$ cat src/rtl/instr_issue_sequencer.sv
// Issue controller for the decode stage: accepts one instruction at a time, classifies it,
// then sequences the ALU strobe, the memory request with timeout, a branch flush or an undefined trap.
//
// state    | meaning
// ---------+------------------------------------------------------------
// S_IDLE   | waiting for fetch; in_ready=1
// S_DECODE | load instr_type/data_instr_type, choose path from cond_pass
// S_EXEC   | one-cycle ALU strobe
// S_MEM    | mem_req held until mem_ack or timeout
// S_BRANCH | one-cycle flush, branch_link from IR[24]
// S_UNDEF  | one-cycle undefined-instruction trap
// S_ERR    | one-cycle mem_err, no retire
// S_DONE   | one-cycle retire strobe, retire_count advances
module instr_issue_sequencer #(
   parameter int CNT_W       = 16,
   parameter int TO_W        = 8,
   parameter int MEM_TIMEOUT = 200
) (
   input  logic             clk,
   input  logic             rst,
   input  logic             in_valid,
   output logic             in_ready,
   input  logic [31:0]      in_instr,
   input  logic             cond_pass,
   output logic [2:0]       instr_type,
   output logic [3:0]       data_instr_type,
   output logic             alu_en,
   output logic             mem_req,
   output logic             mem_we,
   input  logic             mem_ack,
   output logic             flush,
   output logic             branch_link,
   output logic             undef_trap,
   output logic             mem_err,
   output logic             retire,
   output logic             squashed,
   output logic [CNT_W-1:0] retire_count
);

   typedef enum logic [2:0] {
      S_IDLE, S_DECODE, S_EXEC, S_MEM, S_BRANCH, S_UNDEF, S_ERR, S_DONE
   } state_t;

   state_t           state_q;
   logic [31:0]      ir_q;
   logic [2:0]       instr_type_q;
   logic [3:0]       data_instr_type_q;
   logic [TO_W-1:0]  cnt_q;
   logic [CNT_W-1:0] retire_count_q;
   logic             squash_q;
   logic             alu_en_q, mem_req_q, mem_we_q, flush_q, branch_link_q;
   logic             undef_trap_q, mem_err_q, retire_q, squashed_q;

   logic [2:0]       instr_type_d;
   logic [3:0]       data_instr_type_d;
   logic             ir_unused;

   always_comb begin
      instr_type_d = 3'b000;
      case (ir_q[27:26])
         2'b00:   instr_type_d = 3'b001;
         2'b01:   instr_type_d = 3'b010;
         2'b10:   instr_type_d = 3'b011;
         default: instr_type_d = 3'b000;
      endcase
      data_instr_type_d = 4'b0000;
      if (ir_q[25])
         data_instr_type_d = 4'b0001;
      else if (!ir_q[4])
         data_instr_type_d = 4'b0010;
      else if (!ir_q[7])
         data_instr_type_d = 4'b0011;
   end

   // Condition field and register specifiers are resolved elsewhere in the pipeline.
   assign ir_unused = ^{ir_q[31:28], ir_q[23:21], ir_q[19:8], ir_q[6:5], ir_q[3:0]};

   always_ff @(posedge clk or posedge rst) begin
      if (rst) begin
         state_q           <= S_IDLE;
         ir_q              <= '0;
         instr_type_q      <= '0;
         data_instr_type_q <= '0;
         cnt_q             <= '0;
         retire_count_q    <= '0;
         squash_q          <= 1'b0;
         alu_en_q          <= 1'b0;
         mem_req_q         <= 1'b0;
         mem_we_q          <= 1'b0;
         flush_q           <= 1'b0;
         branch_link_q     <= 1'b0;
         undef_trap_q      <= 1'b0;
         mem_err_q         <= 1'b0;
         retire_q          <= 1'b0;
         squashed_q        <= 1'b0;
      end else begin
         // Strobes are one-cycle unless re-armed by the transition below.
         alu_en_q      <= 1'b0;
         mem_req_q     <= 1'b0;
         mem_we_q      <= 1'b0;
         flush_q       <= 1'b0;
         branch_link_q <= 1'b0;
         undef_trap_q  <= 1'b0;
         mem_err_q     <= 1'b0;
         retire_q      <= 1'b0;
         squashed_q    <= 1'b0;
         case (state_q)
            S_IDLE: begin
               if (in_valid) begin
                  ir_q    <= in_instr;
                  state_q <= S_DECODE;
               end
            end
            S_DECODE: begin
               instr_type_q      <= instr_type_d;
               data_instr_type_q <= data_instr_type_d;
               cnt_q             <= '0;
               squash_q          <= 1'b0;
               if (ir_q[27:26] != 2'b11 && !cond_pass) begin
                  squash_q   <= 1'b1;
                  retire_q   <= 1'b1;
                  squashed_q <= 1'b1;
                  state_q    <= S_DONE;
               end else begin
                  case (ir_q[27:26])
                     2'b00: begin
                        alu_en_q <= 1'b1;
                        state_q  <= S_EXEC;
                     end
                     2'b01: begin
                        mem_req_q <= 1'b1;
                        mem_we_q  <= ~ir_q[20];
                        state_q   <= S_MEM;
                     end
                     2'b10: begin
                        flush_q       <= 1'b1;
                        branch_link_q <= ir_q[24];
                        state_q       <= S_BRANCH;
                     end
                     default: begin
                        undef_trap_q <= 1'b1;
                        state_q      <= S_UNDEF;
                     end
                  endcase
               end
            end
            S_EXEC, S_BRANCH, S_UNDEF: begin
               retire_q   <= 1'b1;
               squashed_q <= squash_q;
               state_q    <= S_DONE;
            end
            S_MEM: begin
               if (mem_ack) begin
                  retire_q   <= 1'b1;
                  squashed_q <= squash_q;
                  state_q    <= S_DONE;
               end else if (cnt_q == TO_W'(MEM_TIMEOUT - 1)) begin
                  mem_err_q <= 1'b1;
                  state_q   <= S_ERR;
               end else begin
                  cnt_q     <= cnt_q + 1'b1;
                  mem_req_q <= 1'b1;
                  mem_we_q  <= ~ir_q[20];
               end
            end
            S_ERR: begin
               state_q <= S_IDLE;
            end
            S_DONE: begin
               retire_count_q <= retire_count_q + 1'b1;
               state_q        <= S_IDLE;
            end
            default: begin
               state_q <= S_IDLE;
            end
         endcase
      end
   end

   assign in_ready        = (state_q == S_IDLE);
   assign instr_type      = instr_type_q;
   assign data_instr_type = data_instr_type_q;
   assign alu_en          = alu_en_q;
   assign mem_req         = mem_req_q;
   assign mem_we          = mem_we_q;
   assign flush           = flush_q;
   assign branch_link     = branch_link_q;
   assign undef_trap      = undef_trap_q;
   assign mem_err         = mem_err_q;
   assign retire          = retire_q;
   assign squashed        = squashed_q;
   assign retire_count    = retire_count_q;

endmodule

$ cat config.mk
export PLATFORM = sky130hd
export DESIGN_NAME = instr_issue_sequencer
export DESIGN_NICKNAME = d
export VERILOG_FILES = /design/src/rtl/instr_issue_sequencer.sv
export SDC_FILE = /design/constraint.sdc
export NUM_CORES = 1
export LEC_CHECK = 0
export CAP_MARGIN = 25
export CORE_MARGIN = 2
export CORE_UTILIZATION = 40
export CTS_BUF_LIST = sky130_fd_sc_hd__clkbuf_4 sky130_fd_sc_hd__clkbuf_8 sky130_fd_sc_hd__clkbuf_16
export DETAILED_ROUTE_END_ITERATION = 10
export HOLD_SLACK_MARGIN = 0.03
export PLACE_DENSITY = 0.71
export SLEW_MARGIN = 20
export SYNTH_ARGS = -nofsm -noshare
export SYNTH_HDL_FRONTEND = slang
export SYNTH_SLANG_ARGS = --single-unit
$ cat constraint.sdc
create_clock -name clk -period 2.3 [get_ports clk]
set_input_delay 0.23 -clock clk [delete_from_list [all_inputs] [get_ports clk]]
set_output_delay 0.23 -clock clk [all_outputs]
set_load 0.02 [all_outputs]
==> impl_metrics.yaml <==
logic_synthesis:
  synth_seq_cells: 48
  synth.avg_cell_area_um2: 11.0
  ys_seq_area_frac: 0.534
  ys_types: 46
  syn_inst: 204
  netlist_area_um2: 2250
  synth-edff-count: 0
  synthArstFlopShare: 1.00
  synth_warnings: 0
  synth-main-ff-cell: "dfrtp_1"
floorplanning:
  die_area_um2: 6240
  pin_count: 70
  die_x_um: 79.0
  core_um2: 5470
  initial_core_util: 0.411
  die_height_um: 79.0
  rows: 27
timing:
  layout_min_cycle_time_ns: 2.23
  setup_viol_count_final: 0
  hold_viol: 0
  min_period_over_period: 0.968
  tightest_slew_ns: 0.668
  tns_ns: 0
  rsz0062_at_grt: "no"
  finClkSkew_ns: 0.0118
  relSlewSlack: 0.554
  fin_ws_ns: 0.0727
  slew_viol_final: 0
  fmax_ghz: 0.449
power_and_ir_drop:
  peakVddDrop_v: 0.000510
  p_per_area_nw_per_um2: 1030
  p_leak_nw: 1.28
global_routing:
  grt-ovfl-total: 0
  track_usage: 0.149
  grt_max_degree: 27
  antenna_found_initial: 0
  grt_first_pass_wirelength_mm: 7.39
  grt_pass1_vias: 1578
route:
  routed_wl_mm: 4.21
  first_pass_iters: 4
  drt_iter0_drc: 58
  route.detailed.drc: 0
  antenna_left: 0
  vias_per_cell: 5.00
  num_vias: 1609
  wl_per_cell_um: 13.1
critical_path:
  worstPathArrival_ns: 2.00
  startpoint_type: "flop"
  path_max_fanout: 11
  cp.required_ns: 2.07
  crit_type: "flop to output pin"
  setup.worst_path.end_class: "output pin"
clocking:
  cts_tree: "done"
  cts_max_path_buffers: 2
  postCtsSetupBuffers: 0
  hold_buffers: 0
  clock-root-buffer: "clkbuf_8"
  cts.clk_slew.worst_paths_ns: 0.09
  cts_resized: 0
  cts_sinks: 48
  numCtsBuffers: 5
  cts_max_level: 2
  clk_latency_ns: 0.30
layout:
  fillers: 520
  syn_to_final_growth_pct: 25.3
  finalNonFillerCells: 322
  seq_area_um2: 1200
  layout-drive-gt1-share: 0.100
  finish.utilization: 0.515
  multi_input_comb_area_um2: 973
  n_antenna_cell: 0
  nNetsFinal: 293
hold_path:
  worstHoldPathType: "input pin to async pin"
place:
  place.gp.congestion: 0.792
  dp_slack_ns: 0.371
  placement.io_buffers: 41
  dp.cells: 314
  hpwl_mm: 3.00
outcome:
  status: "completed"
job:
  drv_cap: 0
## critical path, stage by stage (launching register included)
cell and delay, ns:
dfrtp_1 0.52, or3_1 0.47, inv_1 0.10, clkdlybuf4s50_1 0.60
## cell families (layout without fill, tap and decap cells)
family | after synthesis | after routing | synth area share
AND/OR/NAND/NOR | 85 | 85 | 0.209
AO/OA/AOI/OAI | 25 | 25 | 0.0801
buffers and inverters | 14 | 58 | 0.0372
multiplexers | 6 | 6 | 0.0295
XOR/XNOR | 18 | 18 | 0.0700
other | 1 | 3 | 0.00167
adder cells (fa/ha/maj) | 7 | 7 | 0.0389
flip-flops | 48 | 48 | 0.534
## placed cells by master (no fill, tap or decap), types with 2 or more instances in the layout
| cell | instances |
|---|---|
| nand2b_1 | 2 |
| nand3_1 | 4 |
| nor2_2 | 2 |
| nor2b_1 | 2 |
| or3_1 | 2 |
| nor3_1 | 3 |
| inv_1 | 5 |
| clkinv_2 | 2 |
| buf_4 | 2 |
| and3_1 | 3 |
| xor2_1 | 8 |
| clkdlybuf4s50_1 | 41 |
| nor3b_1 | 2 |
| and2_1 | 6 |
| mux2_2 | 5 |
| a21o_1 | 2 |
| nor2_1 | 15 |
| nand2_1 | 27 |
| dfrtp_1 | 48 |
| ha_1 | 7 |
| a21oi_1 | 6 |
| o21ai_0 | 8 |
| nand4_1 | 6 |
| clkbuf_8 | 5 |
| xnor2_1 | 10 |
| conb_1 | 3 |
## registers in the layout, indices dropped and copies added, names as in the netlist
signal	count
mem_req	1
retire	1
alu_en	1
mem_err	1
branch_link	1
cnt_q	8
flush	1
state_q	3
ir_q	7
undef_trap	1
retire_count	16
mem_we	1
data_instr_type	2
instr_type	2
squash_q	1
squashed	1
## synthesized netlist by cell type (2+ instances only)
master / instances / share of area
dfrtp_1: 48 / 0.53
nand2_1: 27 / 0.045
nor2_1: 15 / 0.025
xnor2_1: 10 / 0.039
o21ai_0: 8 / 0.018
xor2_1: 8 / 0.031
ha_1: 7 / 0.039
a21oi_1: 6 / 0.013
and2_1: 6 / 0.017
buf_4: 6 / 0.020
inv_1: 6 / 0.010
nand4_1: 6 / 0.017
mux2_2: 5 / 0.025
nand3_1: 4 / 0.0089
and3_1: 3 / 0.0083
nor3_1: 3 / 0.0067
a21o_1: 2 / 0.0067
nand2b_1: 2 / 0.0056
nor2_2: 2 / 0.0056
nor2b_1: 2 / 0.0056
nor3b_1: 2 / 0.0067
or3_1: 2 / 0.0056
## through the flow
step                power [W]  cell area, um2  hold WS [ns]
floorplan             0.00203            2260         0.302
global placement      0.00239            2730         0.411
detailed placement    0.00242            2730         0.428
CTS                   0.00292            2820         0.293
global route          0.00311            2820         0.331
finish                0.00289            2820         0.278
## report_power, final
group	internal, W	switching, W
combinational	0.000513	0.000591
clock	0.000212	0.000283
sequential	0.00107	0.000230
## area by class of cell
cell class / count / area share
clock inverter: 3 / 0.00665
sequential: 48 / 0.426
tap: 72 / 0.0319
timing repair buffer: 44 / 0.158
inverter: 6 / 0.00799
clock buffer: 5 / 0.0244
multi-input combinational: 144 / 0.345
## routing by layer
layer  share of wire  GRT usage
met5               0          0
met4           0.016     0.0552
met3           0.044     0.0341
met2            0.46      0.234
met1            0.48      0.201
## path summary, 6_finish.rpt
| check | from | depth (start not counted) | to | slack, ns |
|---|---|---|---|---|
| setup / recovery | state_q[2]$_DFFE_PP0P_ | 3 | in_ready | 0.07 |
| hold / removal | rst | 2 | retire_count[3]$_DFFE_PP0P_ | 0.28 |
| setup reg to reg | state_q[2]$_DFFE_PP0P_ | 4 | ir_q[24]$_DFFE_PP0P_ | 0.37 |
| hold reg to reg | ir_q[20]$_DFFE_PP0P_ | 1 | mem_we$_DFF_PP0_ | 0.45 |
| max in group asynchronous | rst | 3 | cnt_q[4]$_DFFE_PP0P_ | 1.51 |
| min in group clk | ir_q[20]$_DFFE_PP0P_ | 1 | mem_we$_DFF_PP0_ | 0.45 |
Note: power is estimated with default switching activity, not from simulation.
==> RTL change, RTL diff (config.mk and constraints unchanged) <==
Put one more register stage on the output `retire_count`. The value now appears one clock later. The other outputs are not delayed to match. Comments in the files are not updated.
--- a/src/rtl/instr_issue_sequencer.sv
+++ b/src/rtl/instr_issue_sequencer.sv
@@ -189,7 +189,9 @@
    assign mem_err         = mem_err_q;
    assign retire          = retire_q;
    assign squashed        = squashed_q;
-   assign retire_count    = retire_count_q;
+   always_ff @(posedge clk) begin
+      retire_count <= retire_count_q;
+   end
 
 endmodule
 
Function: changed (Yosys sat finds a counterexample within 4 cycles, from zero or initial values and one cycle with rst high).
==> RTL change against the original RTL <==
Wire length grew 7.0%. Critical path type unchanged. Core utilization shrank 0.23 points. Worst setup slack gained 0.13 ns. Power grew 33%. Sequential cell count grew 16. Fmax grew 6.2%. Synthesized cell count grew 8.8%. Die area grew 13%. Design area grew 14%. Highest routed layer unchanged. Count of clock-buffer cells in the layout grew 9. Clock skew shrank 0.0060 ns. Largest cell class unchanged. Synthesized area grew 14%. Clock power grew 88%.
==> RTL change: results (changes against the original RTL) <==
worst skew pair latency: 0.33 ns (+0.03 ns)
Leakage: 0.00143 uW (+12%)
top cells by count, synth: dfrtp_1 (48), nand2_1 (19), dfxtp_1 (16)
area of placed instances: 0.00302 sq mm (+10%)
GP Congestion: 0.831 (+4.8%)
post-synthesis sequential area ratio: 0.595 (+0.0619)
first-pass GRT wire length: 7.75 mm (+4.9%)
critical path launch point: state_q[1]$_DFFE_PP0P_
Cells after DPL: 332 (+5.7%)
total CTS buffers: 9 (+4)
ys async rst share: 0.750 (-0.250)
NumNets Final: 310 (+5.8%)
Unique masters post-synth: 44 (-4.3%)
Cells after Synth: 222 (+8.8%)
met1 usage: 0.187 (-0.0148)
routed wire length: 4.50 mm (+7.0%)
flop2flop setup slack: 0.53 ns (+0.16 ns)
status: complete, no violations
GRT Total Usage: 0.142 (-0.00687)
worst-path fanout max: 16 (+5)
layout cells sized above 1: 0.111 (+0.0107)
largest net degree at the start of global routing: 19 (-30%)
RR Startpoint: state_q[1]$_DFFE_PP0P_
slowest stage delay, CP: 0.68 ns (+0.08 ns)
maximum clock frequency: 477 MHz (+6.2%)
Comb pwr share: 0.300 (-0.081)
htree depth: 3 (+1)
Max VDD drop: 563 uV (+10%)
Final Skew: 0.00578 ns (-0.00603 ns)
clock-pin slew on the worst setup and hold paths: 0.07 ns (-0.02 ns)
worst slack, placed: 0.540 ns (+0.170 ns)
Clock Root Buffer: clkbuf_8
met3 usage: 0.0425 (+0.00844)
Via Count: 1739 (+8.1%)
worst hold slack: 0.186 ns (-0.0927 ns)
DRT iter0 DRCs: 45 (-22%)
critical path arrival: 1.87 ns (-0.13 ns)
switching pwr: 1300 uW (+18%)
PwrDens: 1190 mW/mm^2 (+16%)
Clk pwr share: 0.242 (+0.071)
met2 Use GR: 0.204 (-0.0295)
Wirelength per Cell: 12.9 um (-1.0%)
R2R depth: 3 (-1)
synth top area cells: dfrtp_1 (47%), dfxtp_1 (13%), xnor2_1 (4.5%)
## RTL change: cell count changes after synthesis, sizes merged, moves of 4 or more
cell	unedited run	this run
clkbuf	0	4
nand2	27	19
and3	3	8
nor2	17	8
xor2	8	2
o21ai	8	13
dfxtp	0	16
## RTL change: cell families (layout without fill, tap and decap cells)
kind of cell,after synthesis,count (layout),share of synthesized area
adder cells (fa/ha/maj),7,7,0.0343
AND/OR/NAND/NOR,71,71,0.153
XOR/XNOR,15,15,0.0514
flip-flops,64,64,0.595
multiplexers,11,11,0.0470
other,1,3,0.00147
buffers and inverters,18,65,0.0343
AO/OA/AOI/OAI,35,35,0.0828
## RTL change: layer usage
layer	part of all wire	wire, um
met1	0.47	2110
met2	0.46	2070
met3	0.047	211
met4	0.024	110
met5	0	0
## RTL change: layout make-up
cell class	count	area, sq um
clock buffers	14	191
clock inverters	2	10.0
fillers	564	3060
inverters	6	22.5
multi-input cells	142	953
flip-flops and latches	64	1520
well taps	77	96.3
repair buffers	43	425
